==> config.mk <==
export PLATFORM = sky130hd
export DESIGN_NAME = video_timing_gen
export DESIGN_NICKNAME = d
export VERILOG_FILES = /design/src/rtl/video_timing_gen.sv
export SDC_FILE = /design/constraint.sdc
export NUM_CORES = 1
export LEC_CHECK = 0
export CORE_ASPECT_RATIO = 0.7
export CORE_UTILIZATION = 30
export CTS_CLUSTER_DIAMETER = 80
export DETAILED_ROUTE_END_ITERATION = 8
export MAX_ROUTING_LAYER = met4
export PLACE_DENSITY_LB_ADDON = 0.3
export SLEW_MARGIN = 20
export SYNTH_ARGS = -nofsm -noshare
export SYNTH_HDL_FRONTEND = slang
export SYNTH_SLANG_ARGS = --single-unit
==> constraint.sdc <==
create_clock -name clk -period 2.9 [get_ports clk]
set_input_delay 0.58 -clock clk [delete_from_list [all_inputs] [get_ports clk]]
set_output_delay 0.58 -clock clk [all_outputs]
set_load 0.005 [all_outputs]
==> src/rtl/video_timing_gen.sv <==
// video_timing_gen: parametrised VGA-style timing generator.
// Produces hsync/vsync, pixel coordinates, a visible-area flag, line/frame
// strobes and a wrapping completed-frame counter. Counters advance only on
// clk edges with pix_ce=1, so it can run from the system clock.
// Optional feature macro: VIDEO_TIMING_LOOKAHEAD_EN -- when defined, xpos/ypos
// show the next pixel (one ahead of hsync/vsync/active) for registered renderers.
module video_timing_gen #(
  parameter int   H_ACTIVE = 640,
  parameter int   H_FP     = 16,
  parameter int   H_SYNC   = 96,
  parameter int   H_BP     = 48,
  parameter int   V_ACTIVE = 480,
  parameter int   V_FP     = 10,
  parameter int   V_SYNC   = 2,
  parameter int   V_BP     = 33,
  parameter logic HS_POL   = 1'b0,
  parameter logic VS_POL   = 1'b0,
  parameter int   CW       = 11,
  parameter int   FCW      = 16
) (
  input  logic           clk,
  input  logic           reset,
  input  logic           pix_ce,
  output logic           hsync,
  output logic           vsync,
  output logic [CW-1:0]  xpos,
  output logic [CW-1:0]  ypos,
  output logic           active,
  output logic           line_start,
  output logic           frame_start,
  output logic [FCW-1:0] frame_count
);

  localparam int H_TOTAL = H_ACTIVE + H_FP + H_SYNC + H_BP;
  localparam int V_TOTAL = V_ACTIVE + V_FP + V_SYNC + V_BP;

  localparam logic [CW-1:0] H_LAST   = CW'(H_TOTAL - 1);
  localparam logic [CW-1:0] V_LAST   = CW'(V_TOTAL - 1);
  localparam logic [CW-1:0] H_VIS    = CW'(H_ACTIVE);
  localparam logic [CW-1:0] V_VIS    = CW'(V_ACTIVE);
  localparam logic [CW-1:0] HS_FIRST = CW'(H_ACTIVE + H_FP);
  localparam logic [CW-1:0] HS_LAST  = CW'(H_ACTIVE + H_FP + H_SYNC - 1);
  localparam logic [CW-1:0] VS_FIRST = CW'(V_ACTIVE + V_FP);
  localparam logic [CW-1:0] VS_LAST  = CW'(V_ACTIVE + V_FP + V_SYNC - 1);

  // Position on the sync/active timeline and the position it moves to next.
  logic [CW-1:0] cur_x, cur_y;
  logic [CW-1:0] nxt_x, nxt_y;
  logic          h_wrap, v_wrap;

  // Next-pixel arithmetic; sync/active are decoded from this so the
  // registered levels line up with the registered coordinates.
  always_comb begin
    // NOTE: every signal gets a default before any branch so no latch is inferred.
    h_wrap = (cur_x == H_LAST);
    v_wrap = (cur_y == V_LAST);
    nxt_x  = h_wrap ? '0 : cur_x + CW'(1);
    nxt_y  = cur_y;
    if (h_wrap) nxt_y = v_wrap ? '0 : cur_y + CW'(1);
  end

  // Coordinate counters, decoded levels, strobes and frame counter.
  always_ff @(posedge clk or posedge reset) begin
    // NOTE: state registers use non-blocking assignments so all of them
    // update together from the values sampled at the same edge.
    if (reset) begin
      cur_x       <= '0;
      cur_y       <= '0;
      hsync       <= ~HS_POL;
      vsync       <= ~VS_POL;
      active      <= 1'b1;
      line_start  <= 1'b0;
      frame_start <= 1'b0;
      frame_count <= '0;
    end else begin
      line_start  <= 1'b0;
      frame_start <= 1'b0;
      if (pix_ce) begin
        cur_x       <= nxt_x;
        cur_y       <= nxt_y;
        hsync       <= (nxt_x >= HS_FIRST && nxt_x <= HS_LAST) ? HS_POL : ~HS_POL;
        vsync       <= (nxt_y >= VS_FIRST && nxt_y <= VS_LAST) ? VS_POL : ~VS_POL;
        active      <= (nxt_x < H_VIS) && (nxt_y < V_VIS);
        line_start  <= h_wrap;
        frame_start <= h_wrap & v_wrap;
        if (h_wrap && v_wrap) frame_count <= frame_count + FCW'(1);
      end
    end
  end

`ifdef VIDEO_TIMING_LOOKAHEAD_EN
  // Lookahead coordinates always hold the pixel after cur_x/cur_y.
  logic [CW-1:0] la_x, la_y;
  logic [CW-1:0] la_nx, la_ny;

  // Pixel after nxt_x/nxt_y: what the lookahead registers hold after an advance.
  always_comb begin
    la_nx = (nxt_x == H_LAST) ? '0 : nxt_x + CW'(1);
    la_ny = nxt_y;
    if (nxt_x == H_LAST) la_ny = (nxt_y == V_LAST) ? '0 : nxt_y + CW'(1);
  end

  // Lookahead coordinate registers; out of reset they point at pixel (1,0).
  always_ff @(posedge clk or posedge reset) begin
    if (reset) begin
      la_x <= CW'(1);
      la_y <= '0;
    end else if (pix_ce) begin
      la_x <= la_nx;
      la_y <= la_ny;
    end
  end

  assign xpos = la_x;
  assign ypos = la_y;
`else
  assign xpos = cur_x;
  assign ypos = cur_y;
`endif

endmodule

Yosys cells after proc, flatten, opt, wreduce, memory -nomap -nowiden
Cells that the tools add are included.
Widths: inputs -> output; s select.
- logic and storage cells: 32
- flip-flop bits (word level): 43
- output and inout port bits: 43
- input bits: 3
- bits in read-only memories: 0
- bits in latches: 0
- memories: 0
- bits in writable memories: 0
- add/subtract/negate cells: 3
- divide/modulo/power cells: 0
- reduce and logical (&&, ||, !) cells: 5
- $lt $le $gt $ge: 6
- $mul: 0
- shifts and indexed selects: 0
- bitwise operators: 1
- muxes and demuxes: 7
- eq/ne operators: 2
- operators with widths (cell ; number):
    $mux 11 ; 3
    $add 11x1->11 const B ; 2
    $eq 11x10->1 const B ; 2
    $add 16x1->16 const B ; 1
    $ge 11x10->1 const B ; 1
    $ge 11x9->1 const B ; 1
    $le 11x10->1 const B ; 1
    $le 11x9->1 const B ; 1
    $lt 11x10->1 const B ; 1
    $lt 11x9->1 const B ; 1
    $logic_and 1x1->1 ; 4
    $mux 1 ; 4
    $reduce_and 2->1 ; 1
    $and 1x1->1 ; 1

Longest topological paths before layout
Gate-level depths: netlist (run 1).
- depth after elaboration: 6
- gate-level depth with buffers: 9
- depth with buffers taken out: 7

Least setup slack after synthesis (run 1)
Ideal clock, no wire load.
- kind: reg-to-reg
- from: register cur_x[7], in the netlist xpos[7]
- to: register frame_count[14]
- data required time: 2.776 ns
- clock period less this slack: 2.528 ns
- buffers on the path: 2
- cell stages (with the launch flop): 8
- arrival time: 2.404 ns
- path slack: 0.372 ns
- cell sequence: dfrtp_1 > buf_6 > or4_4 > buf_6 > nor4_4 > nand4_4 > or4_4 > xnor2_2
- word-level cells in the longest chain between the ends: 3
- RTL lines (what ; line ; text):
    start, declared ; 47 ; logic [CW-1:0] cur_x, cur_y;
    start signal, assigned ; 79 ; cur_x <= nxt_x;
    $eq 11x10->1 ; 55 ; h_wrap = (cur_x == H_LAST);
    $logic_and 1x1->1 ; 86 ; if (h_wrap && v_wrap) frame_count <= frame_count + FCW'(1);
    $reduce_and 2->1 (no line) ; -- ;
    end signal, assigned ; 86 ;
    end, declared ; 31 ; output logic [FCW-1:0] frame_count
Every way passes these cells.
A chain may end at the register's enable or synchronous reset.

Worst setup path after layout (run 1)
- from: register cur_x[0], in the netlist xpos[0]
- to: register vsync
- word-level cells in the longest chain between the ends: 5
- elaborated cells between the ends (all ways): 6
- RTL lines (what ; line ; text):
    $eq 11x10->1 (*) ; 55 ;
    $mux 11 (*) ; 59 ; if (h_wrap) nxt_y = v_wrap ? '0 : cur_y + CW'(1);
    $ge 11x9->1 / $le 11x9->1 (equally long branches) ; 82 ; vsync <= (nxt_y >= VS_FIRST && nxt_y <= VS_LAST) ? VS_POL : ~VS_POL;
    $logic_and 1x1->1 (*) ; 82 ;
    $mux 1 (*) ; 82 ;
    end signal, assigned ; 70 ; vsync <= ~VS_POL;
    end signal, assigned ; 82 ;
    end, declared ; 25 ; output logic vsync,
Every way passes the cells marked *; elsewhere a longest branch is shown, timed or not.

==> impl_metrics.ini, run 1 <==
[status]
status = finished with violations
violations = design-rule violations

[logic_synthesis]
yosys_warnings = 0
synth-edff-count = 0
avgSynthCellArea_sq_um = 9.532
synth_area_sq_mm = 0.002450
async_flop_share_pct = 100.0
ys_seq_elements = 43
yosys.area.top_type = dfrtp_1
yosys-top-cells-area = dfrtp_1, xnor2_1, nand3_1
ys.flop_type = dfrtp_1
yosysMostFrequentCell = dfrtp_1
ys_types = 50
yosysSeqAreaShare_pct = 44.08
synth_fp_nets = 265
synth_common_cells = dfrtp_1, nand2_1, xnor2_1, nor2_1
synth_top_area_share_pct = 40.86
syn_inst = 257

[critical_path]
r2r-end = vsync$_DFFE_PP1P_
cp_max_fo = 8
start_kind = register
worstPathArrival_ns = 2.63
rr_worst_depth = 7
crit_required_ns = 3.08
rrSetupSlack_ns = 0.45
crit_path_end_kind = register
critPathKind = reg2reg
r2r-start = xpos[0]$_DFFE_PP0P_

[run]
drv_cap = 0

[detailed_routing]
firstDrtPassIters = 7
drt-initial-drc-count = 158
vias_per_cell = 5.157
route.detailed.drc = 2
wl_per_cell_um = 14.51
wirelength_mm = 5.906
ant_nets = 0
vias = 2099

[floorplanning]
dieHeight_um = 77.61
rows = 27
start_util_pct = 31.12
dieArea_sq_mm = 0.008537
core_sq_mm = 0.007871
dieWidth_um = 110.0
pin_count = 46

[layout]
drive_gt1_share_pct = 10.78
area_delta_synth_final_pct = 29.57
stdcell_count = 407
fin_area_sq_mm = 0.003174
antenna_cells = 0
nets = 313
final_core_util_pct = 40.33

[clock_network]
cts_setup_buffers = 0
cts_tree = done
cts_made_buffers = 5
path_clk_slew_ns = 0.06
clock_sinks = 43
h-tree-depth = 2
holdBufCountCts = 0
ctsLongestPathBuffers = 2
clock_latency_ns = 0.28
cts_root_buf = clkbuf_16
cts-resized-gates = 0

[global_route]
top_usage_layer = met1
grt_first_pass_wirelength_mm = 9.611
gr-total-overflow = 0
track_usage_pct = 15.10
globalRouteMet1Util_pct = 22.77
use_met2_pct = 19.25
use_met3_pct = 3.613
antenna_found_initial = 0
grt_pass1_vias = 1871
grt_max_degree = 44

[sta]
skew_ns = 0.002995
slew-limit-headroom_pct = 58.31
post-route-period-util_pct = 84.36
tns_ns = 0
rsz0062_at_grt = no
fmax_ghz = 0.4088
worst_slew_pin_slew_ns = 0.6205
setup_viol = 0
drv_slew = 0
fin_crit_ns = 2.446
hold_viol = 0

[pwr]
total_power_w = 0.001567
ir_drop_mv = 0.2561
power.density_mw_per_mm2 = 493.6
p_leak_nw = 1.339

[min_path]
whs_endpoint = frame_count[15]$_DFFE_PP0P_
holdCritStartpoint = frame_count[15]$_DFFE_PP0P_
hold_depth = 1
holdCritPathClass = reg2reg

[place]
dp.cells = 399
gp_congestion = 0.8139
port-buffer-count = 45
placed_area_sq_mm = 0.003034
dp_hpwl_mm = 4.354
-- stage by stage --
stage          hold WS [ns]  setup WS [ns]
6_report             0.4727         0.4536
5_1_grt              0.5077         0.1918
4_1_cts              0.4802         0.4247
3_5_place_dp         0.4718         0.3000
3_3_place_gp         0.4698         0.3332
2_1_floorplan        0.4684         0.3718
-- power breakdown --
part,internal (W),switching (W)
logic,0.000159,0.000149
clock network,0.000314,0.000232
registers,0.000644,0.0000683
-- placed cells by master (no fill, tap or decap), types with 2 or more instances in the layout --
cell type,Yosys,final
a21oi_1,5,5
a22o_1,4,4
and2_1,2,2
and3_1,7,7
and4_1,2,2
buf_4,0,12
clkbuf_16,0,5
clkdlybuf4s50_1,0,45
clkinv_2,0,3
dfrtp_1,40,40
dfstp_2,3,3
ha_1,5,5
inv_1,9,8
mux2_2,2,2
nand2_1,21,21
nand3_1,18,18
nand4_1,12,12
nor2_1,19,19
nor3_1,9,9
nor4_1,4,4
o21a_1,2,2
o21ai_0,18,18
o311a_1,2,2
o31ai_1,2,2
or4_1,2,2
or4_4,2,2
xnor2_1,20,20
xor2_1,7,7
-- cells by family (layout without fill, tap and decap cells) --
group           count (synthesis)  after routing  share of synthesized area [%]
mux                             3              3                          1.328
simple gates                  107            107                          24.36
buf+inv                        25             74                          4.750
fa+ha+maj                       6              6                          2.962
compound gates                 45             45                          12.21
xor+xnor                       28             28                          10.32
flops                          43             43                          44.08
-- critical path, stage by stage (launching register included) --
cell and delay (ns):
dfrtp_1 0.44, ha_1 0.33, nand4_1 0.26, buf_4 0.23
or4_1 0.47, mux2i_1 0.16, a2111oi_0 0.29, a31oi_1 0.15
-- registers in the layout (all words and copies together), names as in the netlist --
signal       count
frame_count     16
line_start       1
xpos            11
hsync            1
vsync            1
frame_start      1
active           1
ypos            11
-- how the worst max path moves through the flow --
stage	startpoint	end	slack [ns]	cells after the start
2_1_floorplan	xpos[7]$_DFFE_PP0P_	frame_count[14]$_DFFE_PP0P_	0.37	7
3_3_place_gp	pix_ce	frame_count[14]$_DFFE_PP0P_	0.33	6
3_5_place_dp	pix_ce	frame_count[14]$_DFFE_PP0P_	0.30	6
4_1_cts	xpos[1]$_DFFE_PP0P_	vsync$_DFFE_PP1P_	0.42	7
5_1_grt	xpos[0]$_DFFE_PP0P_	vsync$_DFFE_PP1P_	0.19	7
6_report	xpos[0]$_DFFE_PP0P_	vsync$_DFFE_PP1P_	0.45	7
-- per-layer routing --
metal  share of wire [%]  up-vias
li1                    -     1029
met1                  53     1000
met2                  39       64
met3                 6.9        6
met4                 1.3        0
met5                   0        -
-- area by class of cell --
| cell class | count | area (sq um) |
|---|---|---|
| Clock buffer | 5 | 125.1 |
| Clock inverter | 3 | 15.01 |
| Fill cell | 791 | 4697 |
| Inverter | 9 | 33.78 |
| Multi-Input combinational cell | 189 | 1254 |
| Sequential cell | 43 | 1080 |
| Tap cell | 101 | 126.4 |
| Timing Repair Buffer | 57 | 540.5 |
Note: power is estimated with default switching activity, not from simulation.
==> run 2, diff against run 1 <==
Clock period 2.9 ns to 2.1 ns, I/O delays scaled along.
==> impl_metrics.ini, run 2 (synthesized netlist as in run 1, its figures left out) <==
[sta]
fin_crit_ns = 2.204
post-route-period-util_pct = 105.0
worst_slack_ns = -0.1043
setup_viol = 2
rsz0062_at_grt = yes
drv_slew = 0
worst_slew_pin_slew_ns = 0.4361
fin_hold_ws_ns = 0.4812
slew-limit-headroom_pct = 70.56
fmax_ghz = 0.4536
hold_viol = 0
skew_ns = 0.003199

[clock_network]
h-tree-depth = 2
clock_sinks = 43
cts_made_buffers = 5
clock_latency_ns = 0.29
path_clk_slew_ns = 0.06
cts_tree = done
cts_root_buf = clkbuf_16
ctsLongestPathBuffers = 2

[detailed_routing]
drt-initial-drc-count = 156
wirelength_mm = 7.185
wl_per_cell_um = 15.69
vias_per_cell = 5.175
route.detailed.drc = 0
firstDrtPassIters = 4
vias = 2370
ant_nets = 0

[layout]
largest-register = frame_count
layout_commonest_cell = buf_4
fin_area_sq_mm = 0.003809
final_core_util_pct = 48.39
layout_common_cells = buf_4, clkdlybuf4s50_1, dfrtp_1
area_delta_synth_final_pct = 55.46
antenna_cells = 0
nets = 364
drive_gt1_share_pct = 30.81
largest_register_ffs = 16

[run]
drv_cap = 0

[global_route]
grt_first_pass_wirelength_mm = 11.71
grt_max_degree = 44
track_usage_pct = 18.46
grt_pass1_vias = 2252
antenna_found_initial = 0
gr-total-overflow = 0

[place]
port-buffer-count = 45
gp_congestion = 0.8807
placed_area_sq_mm = 0.003391
dp_hpwl_mm = 5.137

[pwr]
ir_drop_mv = 0.2765
p_leak_nw = 1.646
total_power_w = 0.002380
power.density_mw_per_mm2 = 625.0

[critical_path]
crit_path_top_delay_cell = or4_4
crit_family = simple AND/OR/NAND/NOR gates
crit_path_end_kind = register
crit_buf_inv = 0
cp_max_fo = 5
crit_required_ns = 2.27
crit_top_cell = or4_4
start_kind = register
worstPathCellList = or4_4, nor4_4, nand4_4, or4_4, xnor2_2
critPathKind = reg2reg
slowest_delay_ns = 0.61
worstPathArrival_ns = 2.38

[floorplanning]
dieWidth_um = 110.0
rows = 27
start_util_pct = 31.12
dieArea_sq_mm = 0.008537
core_sq_mm = 0.007871
pin_count = 46
dieHeight_um = 77.61

[status]
violations = negative setup slack
status = finished with violations

[min_path]
holdCritPathClass = in2async
==> run 2: cell type report <==
type,instances,area (sq um)
Clock buffer,5,125.1
Clock inverter,3,20.02
Fill cell,725,4063
Inverter,9,33.78
Multi-Input combinational cell,190,1476
Sequential cell,43,1080
Tap cell,101,126.4
Timing Repair Buffer,107,947.2
==> run 2: per-layer routing <==
layer / GRT usage, % / routed length [um] / part of all wire [%]
met5: - / 0 / 0
met4: 3.333 / 49 / 0.68
met3: 4.118 / 380 / 5.3
met2: 24.13 / 3023 / 42
met1: 28.63 / 3731 / 52
==> run 2: path summary, 6_finish.rpt <==
check	from	endpoint	slack, ns	depth (start not counted)
min	reset	ypos[8]$_DFFE_PP0P_	0.48	3
min reg2reg	frame_count[15]$_DFFE_PP0P_	frame_count[15]$_DFFE_PP0P_	0.49	1
min in group clk	frame_count[15]$_DFFE_PP0P_	frame_count[15]$_DFFE_PP0P_	0.49	1
max in group asynchronous	reset	vsync$_DFFE_PP1P_	1.34	3
max reg2reg	xpos[7]$_DFFE_PP0P_	frame_count[14]$_DFFE_PP0P_	-0.10	5
max	xpos[7]$_DFFE_PP0P_	frame_count[14]$_DFFE_PP0P_	-0.10	5
==> run 2: tightest hold or removal path: cells and delay by family <==
kind / cells / cell delay (ns)
buffers and inverters: 3 / 0.72
==> run 2: per-stage QoR <==
stage	setup WS [ns]	setup TNS, ns	cells
global placement	-0.2165	-1.555	443
finish	-0.1043	-0.1429	458
global route	-0.1579	-0.6789	458
floorplan	-0.3547	-2.092	257
detailed placement	-0.2508	-2.213	443
CTS	-0.08010	-0.1631	457
==> run 2: what timing repair did <==
item	CTS	global route
setup buffers	5	2
cloned	1	0
endpoints found under the setup margin	10	15
pin swaps	4	11
hold buffers	0	0
resized for setup	15	31
==> run 2: power breakdown <==
part	total, W	internal [W]	switching, W
sequential	0.000955	0.000890	0.0000651
combinational	0.000662	0.000347	0.000315
clock	0.000763	0.000438	0.000325
total	0.00238	0.00168	0.000705
==> run 3, diff against run 2 <==
==> constraint.sdc (replaced) <==
create_clock -name clk -period 2.1 [get_ports clk]
set_input_delay 0.21 -clock clk [delete_from_list [all_inputs] [get_ports clk]]
set_output_delay 0.21 -clock clk [all_outputs]
set_load 0.005 [all_outputs]
==> impl_metrics.ini, run 3 (synthesized netlist as in run 1, its figures left out) <==
[status]
status = finished with violations
violations = negative setup slack

[critical_path]
start_kind = register
crit_path_top_delay_cell = or4_4
rrSetupSlack_ns = -0.11
cp_max_fo = 2
slowest_delay_ns = 0.54
crit_family = simple AND/OR/NAND/NOR gates
r2r-start = ypos[0]$_DFFE_PP0P_
critPathKind = reg2reg
crit_buf_inv = 2
r2r-end = frame_count[14]$_DFFE_PP0P_
crit_path_end_kind = register
worstPathArrival_ns = 2.39
worstPathCellList = inv_1, ha_1, nor4bb_2, buf_4, and3b_1, nand4_4, or4_4, xnor2_2
crit_required_ns = 2.28
rr_worst_depth = 8

[floorplanning]
dieHeight_um = 77.61
start_util_pct = 31.12
dieWidth_um = 110.0
dieArea_sq_mm = 0.008537
core_sq_mm = 0.007871
pin_count = 46
rows = 27

[clock_network]
path_clk_slew_ns = 0.07
cts_tree = done
h-tree-depth = 2
cts_root_buf = clkbuf_16
clock_latency_ns = 0.29
clock_sinks = 43
ctsLongestPathBuffers = 2
cts_made_buffers = 5
holdBufCountCts = 0

[layout]
layout_common_cells = buf_4, clkdlybuf4s50_1, dfrtp_1
nFillCells = 763
antenna_cells = 0
largest-register = frame_count
area_delta_synth_final_pct = 46.99
nets = 359
largest_register_ffs = 16
layout_commonest_cell = buf_4
drive_gt1_share_pct = 25.28
fin_area_sq_mm = 0.003601

[sta]
worst_slack_ns = -0.1090
worst_slew_pin_slew_ns = 0.5552
rsz0062_at_grt = yes
slew-limit-headroom_pct = 62.98
tns_ns = -0.3863
setup_viol = 6
skew_ns = 0.009138
post-route-period-util_pct = 105.2
drv_slew = 0
fin_crit_ns = 2.209
fin_hold_ws_ns = 0.3644
hold_viol = 0
fmax_ghz = 0.4527

[pwr]
cell_internal_pwr_w = 0.001640
power_frac_comb_pct = 25.8
seqPwrFrac_pct = 41.2
total_power_w = 0.002335
power.density_mw_per_mm2 = 648.5
swShare_pct = 29.77
ir_drop_mv = 0.2998
p_leak_nw = 1.597
switchingPower_w = 0.0006952
clkPwrFrac_pct = 33.0

[detailed_routing]
vias_per_cell = 5.075
vias = 2299
route.detailed.drc = 0
wirelength_mm = 6.822
ant_nets = 0
drt-initial-drc-count = 192
firstDrtPassIters = 4
wl_per_cell_um = 15.06

[place]
dp_hpwl_mm = 5.027
port-buffer-count = 45
dp_slack_ns = -0.1470
placed_area_sq_mm = 0.003371
gp_congestion = 0.8708

[global_route]
grt_max_degree = 44
track_usage_pct = 17.08
grt_first_pass_wirelength_mm = 10.94
grt_pass1_vias = 2151
antenna_found_initial = 0
gr-total-overflow = 0

[min_path]
holdCritPathClass = in2async

[run]
drv_cap = 0
-- run 3: cell count changes in the layout (fill, tap and decap cells not counted), moves of 2 or more --
cell    before  now
and3_4       3    1
nor2_4       5    0
nor4_2       2    0
buf_6        5    0
and3_1       5    7
nor4_1       1    4
nor2_1      14   18
-- run 3: stage by stage --
| step | util (%) | std cells |
|---|---|---|
| floorplan | - | 257 |
| CTS | 45.21 | 452 |
| finish | 45.75 | 453 |
| global route | 45.75 | 453 |
| detailed placement | 42.82 | 442 |
| global placement | 42.82 | 442 |
-- run 3: layout make-up --
| class | count | area [sq um] | area share [%] |
|---|---|---|---|
| Clock inverter | 3 | 20.02 | 0.5559 |
| Multi-Input combinational cell | 190 | 1338 | 37.14 |
| Tap cell | 101 | 126.4 | 3.509 |
| Sequential cell | 43 | 1080 | 29.99 |
| Clock buffer | 5 | 125.1 | 3.475 |
| Inverter | 9 | 33.78 | 0.9382 |
| Timing Repair Buffer | 102 | 878.3 | 24.39 |
-- run 3: power groups by stage --
stage	Sequential (W)	Combinational (W)	Clock, W
2_1_floorplan	0.000953	0.000317	0
3_3_place_gp	0.000964	0.000580	0
3_5_place_dp	0.000967	0.000588	0
4_1_cts	0.000960	0.000600	0.000776
5_1_grt	0.000970	0.000657	0.000822
6_report	0.000962	0.000602	0.000771
-- run 3: how the worst max path moves through the flow --
stage                                    from                           to  slack (ns)  cells past startpoint
final                     ypos[0]$_DFFE_PP0P_  frame_count[14]$_DFFE_PP0P_       -0.11                      8
after detailed placement  xpos[7]$_DFFE_PP0P_            vsync$_DFFE_PP1P_       -0.15                      5
after global placement    ypos[0]$_DFFE_PP0P_  frame_count[14]$_DFFE_PP0P_       -0.13                      8
after global routing      ypos[0]$_DFFE_PP0P_  frame_count[14]$_DFFE_PP0P_       -0.20                      8
after CTS                 xpos[7]$_DFFE_PP0P_  frame_count[14]$_DFFE_PP0P_       -0.11                      5
after floorplan           xpos[7]$_DFFE_PP0P_  frame_count[14]$_DFFE_PP0P_       -0.35                      7
-- run 3: what timing repair did --
| action | 4_1_cts | 5_1_grt |
|---|---|---|
| setup endpoints to repair | 11 | 13 |
| setup buffers | 1 | 2 |
| gates cloned | 1 | 0 |
| gates resized for setup | 6 | 11 |
| pin swaps | 1 | 1 |
-- run 3: tightest hold or removal path, delay by kind of cell --
family	cells	cell delay [ns]
buffers and inverters	3	0.90
-- run 3: per-layer routing --
layer,wire [um],track usage [%],vias up
met5,0,-,-
met4,10,3.200,0
met3,497,2.857,2
met2,2730,21.13,65
met1,3583,28.05,1104
li1,-,-,1128
==> RTL change 1, RTL diff (config.mk and constraints of run 2) <==
`CW`: 11 -> 22.
--- a/src/rtl/video_timing_gen.sv
+++ b/src/rtl/video_timing_gen.sv
@@ -15,7 +15,7 @@
   parameter int   V_BP     = 33,
   parameter logic HS_POL   = 1'b0,
   parameter logic VS_POL   = 1'b0,
-  parameter int   CW       = 11,
+  parameter int   CW       = 22,
   parameter int   FCW      = 16
 ) (
   input  logic           clk,
Interface: changed (resized xpos and ypos); port bits go from 46 to 68. The function was not compared with the original's and may differ.
==> RTL change 1 against run 2 <==
Worst setup slack got worse by 160 ps; via count increased by 76%; sequential cell count increased by 22; design area increased by 69%; routed wire length increased by 85%; die area increased by 63%; largest power group is now clock; the flow still finishes with violations (negative setup slack); power increased by 50%; synthesized area increased by 64%.
==> RTL change 1: results (changes against run 2) <==
metric;value;unit;change
dr_total_vias;4173;;+76%
final_nets;636;;+75%
grt_pass1_vias;3921;;+74%
cp-endpoint;frame_count[12]$_DFFE_PP0P_;;
cp.arrival;2580;ps;+200 ps
drive_above_1_share;36.3;%;+5.5 points
wl_met3;820;µm;+120%
postCtsSetupRepairBufs;4;;-1
htree_levels;3;;+1
use_met2;27.3;%;+3.1 points
regToRegEndpoint;frame_count[12]$_DFFE_PP0P_;;
synth_cells;442;;+72%
ctsHoldBuffers;0;;unchanged
netlist_top_cells_count;62 x dfrtp_1, 37 x nand2_1, 37 x nand3_1;;
finalWirelength;13300;µm;+85%
setup_viol;30;;+28
dpl.hpwl;9810;µm;+91%
violations;negative setup slack;;
seq_area_frac_synth;40.5;%;-3.5 points
worstMarginPinSlew;395;ps;-41.2 ps
ys_types;54;;+8.0%
grt_max_degree;66;;+50%
place_inst;768;;+73%
outcome;finished, violations left;;
drt_iter0_markers;428;;+170%
grt_use_total;20.2;%;+1.7 points
grt_pass1_wl;21000;µm;+80%
cts_buffers;9;;+4
syn-num-nets;449;;+69%
power_leakage;2.80;nW;+70%
clock_skew;6.18;ps;+2.98 ps
fin_ws;-265;ps;-161 ps
met3_usage;3.84;%;-0.28 points
yosys-top-cells-area;dfrtp_1 39%, xnor2_1 7.4%, nand3_1 4.6%;;
wl_per_cell;16.7;µm;+6.2%
fill_cells;1168;;+61%
timing.critical_path.from;ypos[0]$_DFFE_PP0P_;;
wl_met2;5580;µm;+84%
grtUsageMet1;30.2;%;+1.6 points
cts_resized;45;;+30
RTL change 1: cell types whose count changed in the layout (fill, tap and decap cells not counted), moves of 7 or more:
cell             delta
clkdlybuf4s50_1    +22
nand2_1            +13
xor2_1              +8
nand4_1             +7
nor2_2              +8
dfrtp_1            +21
xnor2_1            +15
o21ai_0            +15
nand3_1            +15
buf_4              +73
and3_1             +10
RTL change 1: layout make-up:
| cell class | count | area [µm²] | area share [%] |
|---|---|---|---|
| clock inverters | 3 | 40.0 | 0.623 |
| well taps | 162 | 203 | 3.15 |
| inverters | 10 | 38.8 | 0.604 |
| repair buffers | 207 | 1770 | 27.6 |
| clock buffers | 13 | 250 | 3.89 |
| multi-input cells | 336 | 2490 | 38.8 |
| flip-flops and latches | 65 | 1630 | 25.4 |
RTL change 1: stage by stage:
step | hold slack [ps] | worst slack, ps | TNS, ps | area, µm²
6_report | 480 | -265 | -5600 | 6420
2_1_floorplan | 462 | -232 | -2990 | 4080
5_1_grt | 512 | -361 | -9060 | 6420
3_3_place_gp | 458 | -349 | -7700 | 5760
3_5_place_dp | 466 | -488 | -11710 | 5760
4_1_cts | 483 | -273 | -5510 | 6270
RTL change 1: cell families after synthesis:
logic type               Yosys count  synth area share (%)
flip-flops                        65                  40.5
multiplexers                       6                  1.62
XOR/XNOR                          48                  10.5
AND/OR/NAND/NOR                  200                  29.0
AO/OA/AOI/OAI                     78                  12.3
buffers and inverters             41                  4.82
adder cells (fa/ha/maj)            4                  1.24
RTL change 1: power breakdown:
part / leakage [nW] / internal (W) / switching, W / total [W]
registers: 0.870 / 0.00132 / 0.0000807 / 0.00140
logic: 1.79 / 0.000402 / 0.000296 / 0.000698
clock network: 0.144 / 0.000948 / 0.000540 / 0.00149
==> RTL change 2, RTL diff (flow settings as in run 2) <==
Without the edit above. Put one more register stage on the output `frame_count`, without a reset. The value now appears one clock later. The other outputs are not delayed to match.
--- a/src/rtl/video_timing_gen.sv
+++ b/src/rtl/video_timing_gen.sv
@@ -43,6 +43,8 @@
   localparam logic [CW-1:0] VS_FIRST = CW'(V_ACTIVE + V_FP);
   localparam logic [CW-1:0] VS_LAST  = CW'(V_ACTIVE + V_FP + V_SYNC - 1);
 
+  logic [FCW-1:0] frame_count_s0;
+
   // Position on the sync/active timeline and the position it moves to next.
   logic [CW-1:0] cur_x, cur_y;
   logic [CW-1:0] nxt_x, nxt_y;
@@ -71,7 +73,7 @@
       active      <= 1'b1;
       line_start  <= 1'b0;
       frame_start <= 1'b0;
-      frame_count <= '0;
+      frame_count_s0 <= '0;
     end else begin
       line_start  <= 1'b0;
       frame_start <= 1'b0;
@@ -83,7 +85,7 @@
         active      <= (nxt_x < H_VIS) && (nxt_y < V_VIS);
         line_start  <= h_wrap;
         frame_start <= h_wrap & v_wrap;
-        if (h_wrap && v_wrap) frame_count <= frame_count + FCW'(1);
+        if (h_wrap && v_wrap) frame_count_s0 <= frame_count_s0 + FCW'(1);
       end
     end
   end
@@ -118,5 +120,9 @@
   assign ypos = cur_y;
 `endif
 
+  always_ff @(posedge clk) begin
+    frame_count <= frame_count_s0;
+  end
+
 endmodule
 
Behaviour: no difference found for any inputs over 10 cycles, from zero or initial values and one cycle with reset high; that may be too few to reach the edited logic, so the function may still have changed.
==> RTL change 2 against run 2 <==
The flow still finishes with violations (negative setup slack); sequential cell count grew 16; worst setup slack got worse by 91 ps; design area increased by 7.6%; critical path depth grew 1; synthesized area rose by 11%; power is 44% higher; routed wire length decreased by 4.5%; count of clock-buffer cells in the layout up 5.
==> RTL change 2: results (changes against run 2) <==
metric;value;unit;change
clock_latency;320;ps;+30 ps
wl_per_cell;14.1;µm;-10%
outcome;finished, violations left;;
synthArstFlopShare;72.9;%;-27 points
violations;negative setup slack;;
tns;-1910;ps;-1770 ps
fill_cells;803;;+11%
swShare;28.7;%;-0.94 points
grt_max_degree;31;;-30%
dr_total_vias;2324;;-1.9%
clock_skew;9.54;ps;+6.34 ps
clockRootBuffer;clkbuf_16;;
place_inst;461;;+4.1%
hold_path_class;in2async;;
synth_cells;259;;+0.78%
grt_pass1_vias;2088;;-7.3%
holdWs;392;ps;-89.2 ps
path_max_fanout;6;;+1
cts_buffers;9;;+4
cts_resized;16;;+1
syn-num-nets;267;;+0.75%
postPlaceCellArea;0.00360;mm²;+6.2%
yosys-top-cells-area;dfrtp_1 37%, dfxtp_1 12%, xnor2_1 7.7%;;
drive_above_1_share;31.1;%;+0.25 points
post-route-util;47.5;%;-0.85 points
dpl.hpwl;4760;µm;-7.3%
htree_levels;3;;+1
pre_cts_slack;-161;ps;+89.6 ps
pwr-share-comb;24.4;%;-3.4 points
grt_use_total;15.9;%;-2.5 points
setup_viol;18;;+16
critPathRequiredTime;2320;ps;+50 ps
first_pass_iters;5;;+1
seq_area_frac_synth;51.5;%;+7.4 points
p_total;0.00344;W;+44%
postCtsSetupRepairBufs;7;;+2
numPortBuffers;45;;unchanged
power_leakage;1.75;nW;+6.4%
core;0.00862;mm²;+9.5%
netlist_top_cells_count;40 x dfrtp_1, 28 x nand2_1, 24 x xnor2_1;;
worstMarginPinSlew;553;ps;+116 ps
drt_iter0_markers;126;;-19%
seq-power;0.00125;W;+31%
final_nets;370;;+1.6%
finalWirelength;6860;µm;-4.5%
gp_congestion;0.879;;-0.24%
ys_types;52;;+4.0%
ir_worst_vdd;0.423;mV;+53%
fin_ws;-195;ps;-90.5 ps
==> RTL change 2: cell types whose count changed after synthesis, moves of 4 or more <==
cell,change
nand2_1,+7
clkbuf_1,-10
dfxtp_1,+16
nor2_1,-8
xnor2_1,+4
==> RTL change 2: final timing paths <==
check	from	to	cells after the start
max	xpos[10]$_DFFE_PP0P_	active$_DFFE_PP1P_	6
min	reset	frame_count_s0[15]$_DFFE_PP0P_	2
max reg2reg	xpos[10]$_DFFE_PP0P_	active$_DFFE_PP1P_	6
min reg2reg	frame_count_s0[11]$_DFFE_PP0P_	frame_count[11]$_DFF_P_	0
max in group asynchronous	reset	active$_DFFE_PP1P_	3
min in group clk	frame_count_s0[11]$_DFFE_PP0P_	frame_count[11]$_DFF_P_	0
==> RTL change 2: per-layer routing <==
layer | GRT usage [%] | share of wire [%] | vias to the layer above
li1 | - | - | 1137
met1 | 22.3 | 50 | 1112
met2 | 22.5 | 44 | 70
met3 | 4.50 | 5.4 | 5
met4 | 3.85 | 1.0 | 0
met5 | - | 0 | -
==> RTL change 2: logic make-up after synthesis <==
kind of cell,count (synthesis),share of synthesized area (%)
compound gates,40,9.52
xor+xnor,28,9.02
fa+ha+maj,6,2.67
buf+inv,21,6.07
flops,59,51.5
mux,2,0.782
simple gates,103,20.5
==> RTL change 2: cell type report <==
| type | instances | area [µm²] | area share (%) |
|---|---|---|---|
| inverters | 9 | 33.8 | 0.825 |
| flip-flops and latches | 59 | 1400 | 34.2 |
| multi-input cells | 179 | 1310 | 32.0 |
| clock buffers | 10 | 239 | 5.83 |
| clock inverters | 6 | 41.3 | 1.01 |
| repair buffers | 104 | 921 | 22.5 |
| well taps | 120 | 150 | 3.67 |
